File: src/rtl/decode_stage.sv
// RV32I decode stage: register-read, writeback bypass (DECODE_WB_BYPASS_EN), immediate, load-use stall; 1-cycle latency
// into ID/EX, which holds while ex_ready is low; if_ready drops on flush, hazard, writeback conflict or a full ID/EX.
module decode_stage #(
    parameter int XLEN = 32
) (
    input  logic            clk,
    input  logic            reset,
    input  logic            flush,
    input  logic            if_valid,
    output logic            if_ready,
    input  logic [XLEN-1:0] if_pc,
    input  logic [31:0]     if_instr,
    output logic [4:0]      rf_read_reg1,
    output logic [4:0]      rf_read_reg2,
    input  logic [XLEN-1:0] rf_read_data1,
    input  logic [XLEN-1:0] rf_read_data2,
    input  logic            wb_write_enable,
    input  logic [4:0]      wb_write_reg,
    input  logic [XLEN-1:0] wb_write_data,
    output logic            ex_valid,
    input  logic            ex_ready,
    output logic [XLEN-1:0] ex_pc,
    output logic [XLEN-1:0] ex_rs1_data,
    output logic [XLEN-1:0] ex_rs2_data,
    output logic [XLEN-1:0] ex_imm,
    output logic [4:0]      ex_rs1,
    output logic [4:0]      ex_rs2,
    output logic [4:0]      ex_rd,
    output logic [6:0]      ex_opcode,
    output logic [2:0]      ex_funct3,
    output logic [6:0]      ex_funct7,
    output logic            ex_illegal
);

    localparam logic [6:0] OP_LOAD   = 7'b0000011;
    localparam logic [6:0] OP_IMM    = 7'b0010011;
    localparam logic [6:0] OP_JALR   = 7'b1100111;
    localparam logic [6:0] OP_SYSTEM = 7'b1110011;
    localparam logic [6:0] OP_STORE  = 7'b0100011;
    localparam logic [6:0] OP_BRANCH = 7'b1100011;
    localparam logic [6:0] OP_LUI    = 7'b0110111;
    localparam logic [6:0] OP_AUIPC  = 7'b0010111;
    localparam logic [6:0] OP_JAL    = 7'b1101111;
    localparam logic [6:0] OP_REG    = 7'b0110011;
    localparam logic [6:0] OP_FENCE  = 7'b0001111;

    typedef enum logic [2:0] {
        K_R, K_I, K_S, K_B, K_U, K_J, K_F, K_X
    } kind_t;

    typedef struct packed {
        logic [XLEN-1:0] pc;
        logic [XLEN-1:0] rs1_data;
        logic [XLEN-1:0] rs2_data;
        logic [XLEN-1:0] imm;
        logic [4:0]      rs1;
        logic [4:0]      rs2;
        logic [4:0]      rd;
        logic [6:0]      opcode;
        logic [2:0]      funct3;
        logic [6:0]      funct7;
        logic            illegal;
    } idex_t;

    idex_t           idex_q;
    idex_t           idex_d;
    kind_t           kind;
    logic [6:0]      opcode;
    logic [4:0]      rs1;
    logic [4:0]      rs2;
    logic [XLEN-1:0] imm;
    logic [XLEN-1:0] op1;
    logic [XLEN-1:0] op2;
    logic            uses_rs1;
    logic            uses_rs2;
    logic            writes_rd;
    logic            hazard;
    logic            wb_hit1;
    logic            wb_hit2;
    logic            wb_stall;
    logic            accept;

    assign opcode       = if_instr[6:0];
    assign rs1          = if_instr[19:15];
    assign rs2          = if_instr[24:20];
    assign rf_read_reg1 = rs1;
    assign rf_read_reg2 = rs2;

    always_comb begin
        kind = K_X;
        case (opcode)
            OP_LOAD, OP_IMM, OP_JALR, OP_SYSTEM: kind = K_I;
            OP_STORE:                            kind = K_S;
            OP_BRANCH:                           kind = K_B;
            OP_LUI, OP_AUIPC:                    kind = K_U;
            OP_JAL:                              kind = K_J;
            OP_REG:                              kind = K_R;
            OP_FENCE:                            kind = K_F;
            default:                             kind = K_X;
        endcase
    end

    always_comb begin
        imm = '0;
        case (kind)
            K_I:     imm = {{20{if_instr[31]}}, if_instr[31:20]};
            K_S:     imm = {{20{if_instr[31]}}, if_instr[31:25], if_instr[11:7]};
            K_B:     imm = {{19{if_instr[31]}}, if_instr[31], if_instr[7],
                            if_instr[30:25], if_instr[11:8], 1'b0};
            K_U:     imm = {if_instr[31:12], 12'b0};
            K_J:     imm = {{11{if_instr[31]}}, if_instr[31], if_instr[19:12],
                            if_instr[20], if_instr[30:21], 1'b0};
            default: imm = '0;
        endcase
    end

    assign uses_rs1  = (kind != K_U) && (kind != K_J);
    assign uses_rs2  = (kind == K_R) || (kind == K_S) || (kind == K_B);
    assign writes_rd = (kind == K_R) || (kind == K_I) || (kind == K_U) || (kind == K_J);

    // A load still in ID/EX has no data yet; its consumer must wait for it to leave.
    assign hazard = ex_valid && (idex_q.opcode == OP_LOAD) && (idex_q.rd != 5'd0) &&
                    ((uses_rs1 && (rs1 == idex_q.rd)) || (uses_rs2 && (rs2 == idex_q.rd)));

    assign wb_hit1 = wb_write_enable && (wb_write_reg == rs1) && (rs1 != 5'd0);
    assign wb_hit2 = wb_write_enable && (wb_write_reg == rs2) && (rs2 != 5'd0);

`ifdef DECODE_WB_BYPASS_EN
    assign wb_stall = 1'b0;
    assign op1 = (rs1 == 5'd0) ? '0 : (wb_hit1 ? wb_write_data : rf_read_data1);
    assign op2 = (rs2 == 5'd0) ? '0 : (wb_hit2 ? wb_write_data : rf_read_data2);
`else
    logic unused_wb_data;
    assign unused_wb_data = ^wb_write_data;
    // Without a bypass the register file returns the new value one cycle later.
    assign wb_stall = (uses_rs1 && wb_hit1) || (uses_rs2 && wb_hit2);
    assign op1 = (rs1 == 5'd0) ? '0 : rf_read_data1;
    assign op2 = (rs2 == 5'd0) ? '0 : rf_read_data2;
`endif

    assign if_ready = !reset && !flush && !hazard && !wb_stall && (!ex_valid || ex_ready);
    assign accept   = if_valid && if_ready;

    always_comb begin
        idex_d          = '0;
        idex_d.pc       = if_pc;
        idex_d.rs1_data = op1;
        idex_d.rs2_data = op2;
        idex_d.imm      = imm;
        idex_d.rs1      = rs1;
        idex_d.rs2      = rs2;
        idex_d.rd       = writes_rd ? if_instr[11:7] : 5'd0;
        idex_d.opcode   = opcode;
        idex_d.funct3   = if_instr[14:12];
        idex_d.funct7   = if_instr[31:25];
        idex_d.illegal  = (kind == K_X);
    end

    always_ff @(posedge clk) begin
        if (reset) begin
            idex_q   <= '0;
            ex_valid <= 1'b0;
        end else if (flush) begin
            ex_valid <= 1'b0;
        end else if (accept) begin
            idex_q   <= idex_d;
            ex_valid <= 1'b1;
        end else if (ex_ready) begin
            ex_valid <= 1'b0;
        end
    end

    assign ex_pc       = idex_q.pc;
    assign ex_rs1_data = idex_q.rs1_data;
    assign ex_rs2_data = idex_q.rs2_data;
    assign ex_imm      = idex_q.imm;
    assign ex_rs1      = idex_q.rs1;
    assign ex_rs2      = idex_q.rs2;
    assign ex_rd       = idex_q.rd;
    assign ex_opcode   = idex_q.opcode;
    assign ex_funct3   = idex_q.funct3;
    assign ex_funct7   = idex_q.funct7;
    assign ex_illegal  = idex_q.illegal;

endmodule

File: config.mk
export PLATFORM = sky130hd
export DESIGN_NAME = decode_stage
export DESIGN_NICKNAME = d
export VERILOG_FILES = /design/src/rtl/decode_stage.sv
export SDC_FILE = /design/constraint.sdc
export NUM_CORES = 1
export LEC_CHECK = 0
export CAP_MARGIN = 20
export CORE_MARGIN = 4
export CORE_UTILIZATION = 42
export CTS_BUF_LIST = sky130_fd_sc_hd__clkbuf_8
export DETAILED_ROUTE_END_ITERATION = 8
export PLACE_DENSITY_LB_ADDON = 0.2
export REMOVE_ABC_BUFFERS = 1
export SLEW_MARGIN = 20
export SYNTH_ARGS = -nofsm -noshare
export SYNTH_HDL_FRONTEND = slang
export SYNTH_SLANG_ARGS = --single-unit
File: constraint.sdc
create_clock -name clk -period 3.5 [get_ports clk]
set_input_delay 0.7 -clock clk [delete_from_list [all_inputs] [get_ports clk]]
set_output_delay 0.7 -clock clk [all_outputs]
set_load 0.005 [all_outputs]
==> results_dict.tcl, run 1 <==
set metrics [dict create \
    status "finished, final reports clean" \
    grt_pass1_vias 7223 \
    synth_top_area_cell "dfxtp_1" \
    design_area_sq_mm 0.0110 \
    syn_avg_cell_area_sq_um 8.06 \
    cap_violations 0 \
    grt_max_degree 73 \
    yosys.cell_count.top_type "dfxtp_1" \
    synth_edf_count 0 \
    crit_path_top_delay_cell "clkdlybuf4s50_1" \
    rsz0062_at_grt "no" \
    regArea_sq_mm 0.00324 \
    vdd_drop_max_v 0.000209 \
    synth_commonest_cells "dfxtp_1 (162), a21oi_1 (109), nand2_1 (99)" \
    p_leak_nw 3.80 \
    gp_congestion 0.875 \
    wl_per_cell_um 18.0 \
    viasPerCell 5.58 \
    synth.yosys.seq_area_share 0.457 \
    arrival_ps 2410 \
    fin_nets 1333 \
    drive_above_1_share 0.0953 \
    grt_pass1_wl_um 38000 \
    crit_family "buffers and inverters" \
    syn-cell-area_sq_mm 0.00710 \
    hold_buffers 0 \
    die_area_sq_mm 0.0190 \
    crit_fanout 2 \
    synthCells 880 \
    yosys.area_share.simple 0.150 \
    antenna_found_initial 0 \
    final_cells 1395 \
    crit_buf_inv 3 \
    ys_ff_latch 162 \
    grt_overflow 0 \
    rows 47 \
    finalMaxSlewViolations 0 \
    place_ws_ps -6.22 \
    hold_viol_final 0 \
    cts.sinks 162 \
    finalSetupTns_ps 0 \
    wl_um 25100 \
    die_w_um 138 \
    final.setup_skew_ps 11.1 \
    synth-compound-area-share 0.299 \
    critPathRequiredTime_ps 2800 \
    io_pins 344 \
    post_dp_cell_area_sq_mm 0.0105 \
    synth_top_family_by_area "compound AO/OA/AOI/OAI gates" \
    area_growth_pct 55.5 \
    multiInputGateArea_sq_mm 0.00349 \
    synth.distinct_cells 47 \
    min_path_type "flip-flop to flip-flop" \
    clockBufferDepth 2 \
    synth.area.top_cells "dfxtp_1 (46%), o211ai_1 (7.7%), a21oi_1 (7.7%)" \
    start_util 0.428 \
    synthXorXnorAreaFrac 0.0234 \
    crit_chain "clkdlybuf4s50_1 -> or3_4 -> a21oi_2 -> a211oi_2 -> buf_4 -> o21ai_4 -> and3_4 -> dlymetal6s2s_1" \
    tightest_slew_ps 787 \
    synthMuxAreaShare 0.00317 \
    synthFlopType "dfxtp_1" \
    yosys_warnings 0 \
    clk_pin_slew_worst_paths_ps 80 \
    holdWs_ps 477 \
    drc 0 \
    synth_top_area_frac 0.457 \
    setup_viol 0 \
    h-tree-depth 4 \
    slew_headroom 0.475 \
    fill_cells 1484 \
    drtPass1Iterations 5 \
    die_h_um 138 \
    worst_setup_path_end_kind "output pin" \
    tritoncts "done" \
    synthAdderAreaFrac 0 \
    power_density_mw_per_mm2 357 \
    grt.total_usage 0.251 \
    clock_latency_ps 450 \
    dp.cells 1361 \
    cpPeakStageDelay_ps 420 \
    cts_buffers 17 \
    core_area_sq_mm 0.0166 \
    clockRootBuffer "clkbuf_8" \
    numPortBuffers 311 \
    postSynth.asyncResetShare 0 \
    detail-route-antenna-nets 0 \
    crit_type "input pin to output pin" \
    finalCritPeriodShare 0.889 \
    setup_ws_ps 388 \
    fmax_mhz 321 \
    hpwl_um 16800 \
    finalCriticalPeriod_ps 3110 \
    cp-start-kind "input pin" \
    n_antenna_cell 0 \
    num_vias 7790 \
    drtIter0Drc 427 \
]
[logic make-up (layout without fill, tap and decap cells)]
kind of cell	Yosys count	count (layout)
AND/OR/NAND/NOR	221	221
buffers and inverters	108	403
multiplexers	2	2
XOR/XNOR	19	19
AO/OA/AOI/OAI	368	368
flip-flops	162	162
[final cells by class]
class                           count  share of cell area
Sequential cell                   162               0.294
Clock buffer                       20              0.0249
Inverter                            4             0.00136
Multi-Input combinational cell    610               0.316
Timing Repair Buffer              367               0.327
Tap cell                          220              0.0249
Clock inverter                     12              0.0118
[what timing repair did]
item / CTS / global route
resized for setup: 10 / 7
buffers inserted: 1 / 1
gates cloned: 0 / 0
pin swaps: 1 / 2
endpoints found under the setup margin: 1 / 1
hold endpoints to repair: 0 / 0
[per-layer routing]
metal / global-route usage / wire length, um / vias to the layer above
li1: - / - / 3729
met1: 0.320 / 10200 / 3696
met2: 0.415 / 12300 / 309
met3: 0.0537 / 1700 / 56
met4: 0.0971 / 883 / 0
met5: 0 / 0 / -
[cells in the final DEF (no fill, tap or decap), types with 4 or more instances in the layout]
| cell | instances |
|---|---|
| a21oi_1 | 106 |
| buf_12 | 6 |
| nor2_1 | 6 |
| a22oi_1 | 4 |
| clkdlybuf4s50_1 | 304 |
| a211oi_1 | 15 |
| xnor2_1 | 19 |
| inv_1 | 5 |
| dfxtp_1 | 162 |
| clkinv_4 | 4 |
| o211ai_1 | 73 |
| nand4_1 | 4 |
| o21ai_1 | 82 |
| nand2_1 | 98 |
| nand3_1 | 78 |
| o21ai_0 | 69 |
| buf_4 | 51 |
| nor3_1 | 5 |
| clkbuf_8 | 20 |
[final timing paths]
| check | from | endpoint | slack (ps) | cells after the start |
|---|---|---|---|---|
| worst max-delay path | if_instr[24] | if_ready | 390 | 8 |
| worst max register to register | ex_rd[1]$_SDFFE_PP0P_ | ex_pc[24]$_SDFFE_PP0P_ | 810 | 8 |
| worst min register to register | ex_funct7[1]$_SDFFE_PP0P_ | ex_funct7[1]$_SDFFE_PP0P_ | 480 | 2 |
| worst min-delay path | ex_funct7[1]$_SDFFE_PP0P_ | ex_funct7[1]$_SDFFE_PP0P_ | 480 | 2 |
[registers in the layout, summed over array words and instances (netlist names), 5 cells and up]
signal / count
ex_imm: 32
ex_rs1: 5
ex_rd: 5
ex_funct7: 7
ex_opcode: 7
ex_rs2: 5
ex_pc: 32
ex_rs1_data: 32
ex_rs2_data: 32
[through the flow]
| stage | power, W | util |
|---|---|---|
| CTS | 0.00398 | 0.663 |
| floorplan | 0.00215 | - |
| finish | 0.00394 | 0.665 |
| global route | 0.00410 | 0.665 |
| global placement | 0.00258 | 0.636 |
| detailed placement | 0.00258 | 0.636 |
[worst min-delay path: stages (launching register included)]
cell and delay, ps:
dfxtp_1 310, o21ai_0 60, a21oi_1 60
[power by group]
part | switching (W) | total (W) | internal (W)
registers | 0.0000276 | 0.00193 | 0.00190
logic | 0.000275 | 0.000619 | 0.000344
clock network | 0.000701 | 0.00139 | 0.000693
Note: power is estimated with default switching activity, not from simulation.
==> inputs of run 2 (changes only) <==
--- a/config.mk
+++ b/config.mk
@@ -12,7 +12,6 @@
 export DETAILED_ROUTE_END_ITERATION = 8
 export PLACE_DENSITY_LB_ADDON = 0.2
 export REMOVE_ABC_BUFFERS = 1
-export SLEW_MARGIN = 20
 export SYNTH_ARGS = -nofsm -noshare
 export SYNTH_HDL_FRONTEND = slang
 export SYNTH_SLANG_ARGS = --single-unit
==> results of run 2 <==
Same layout as run 1: the final DEF is identical, and so are final timing and power.
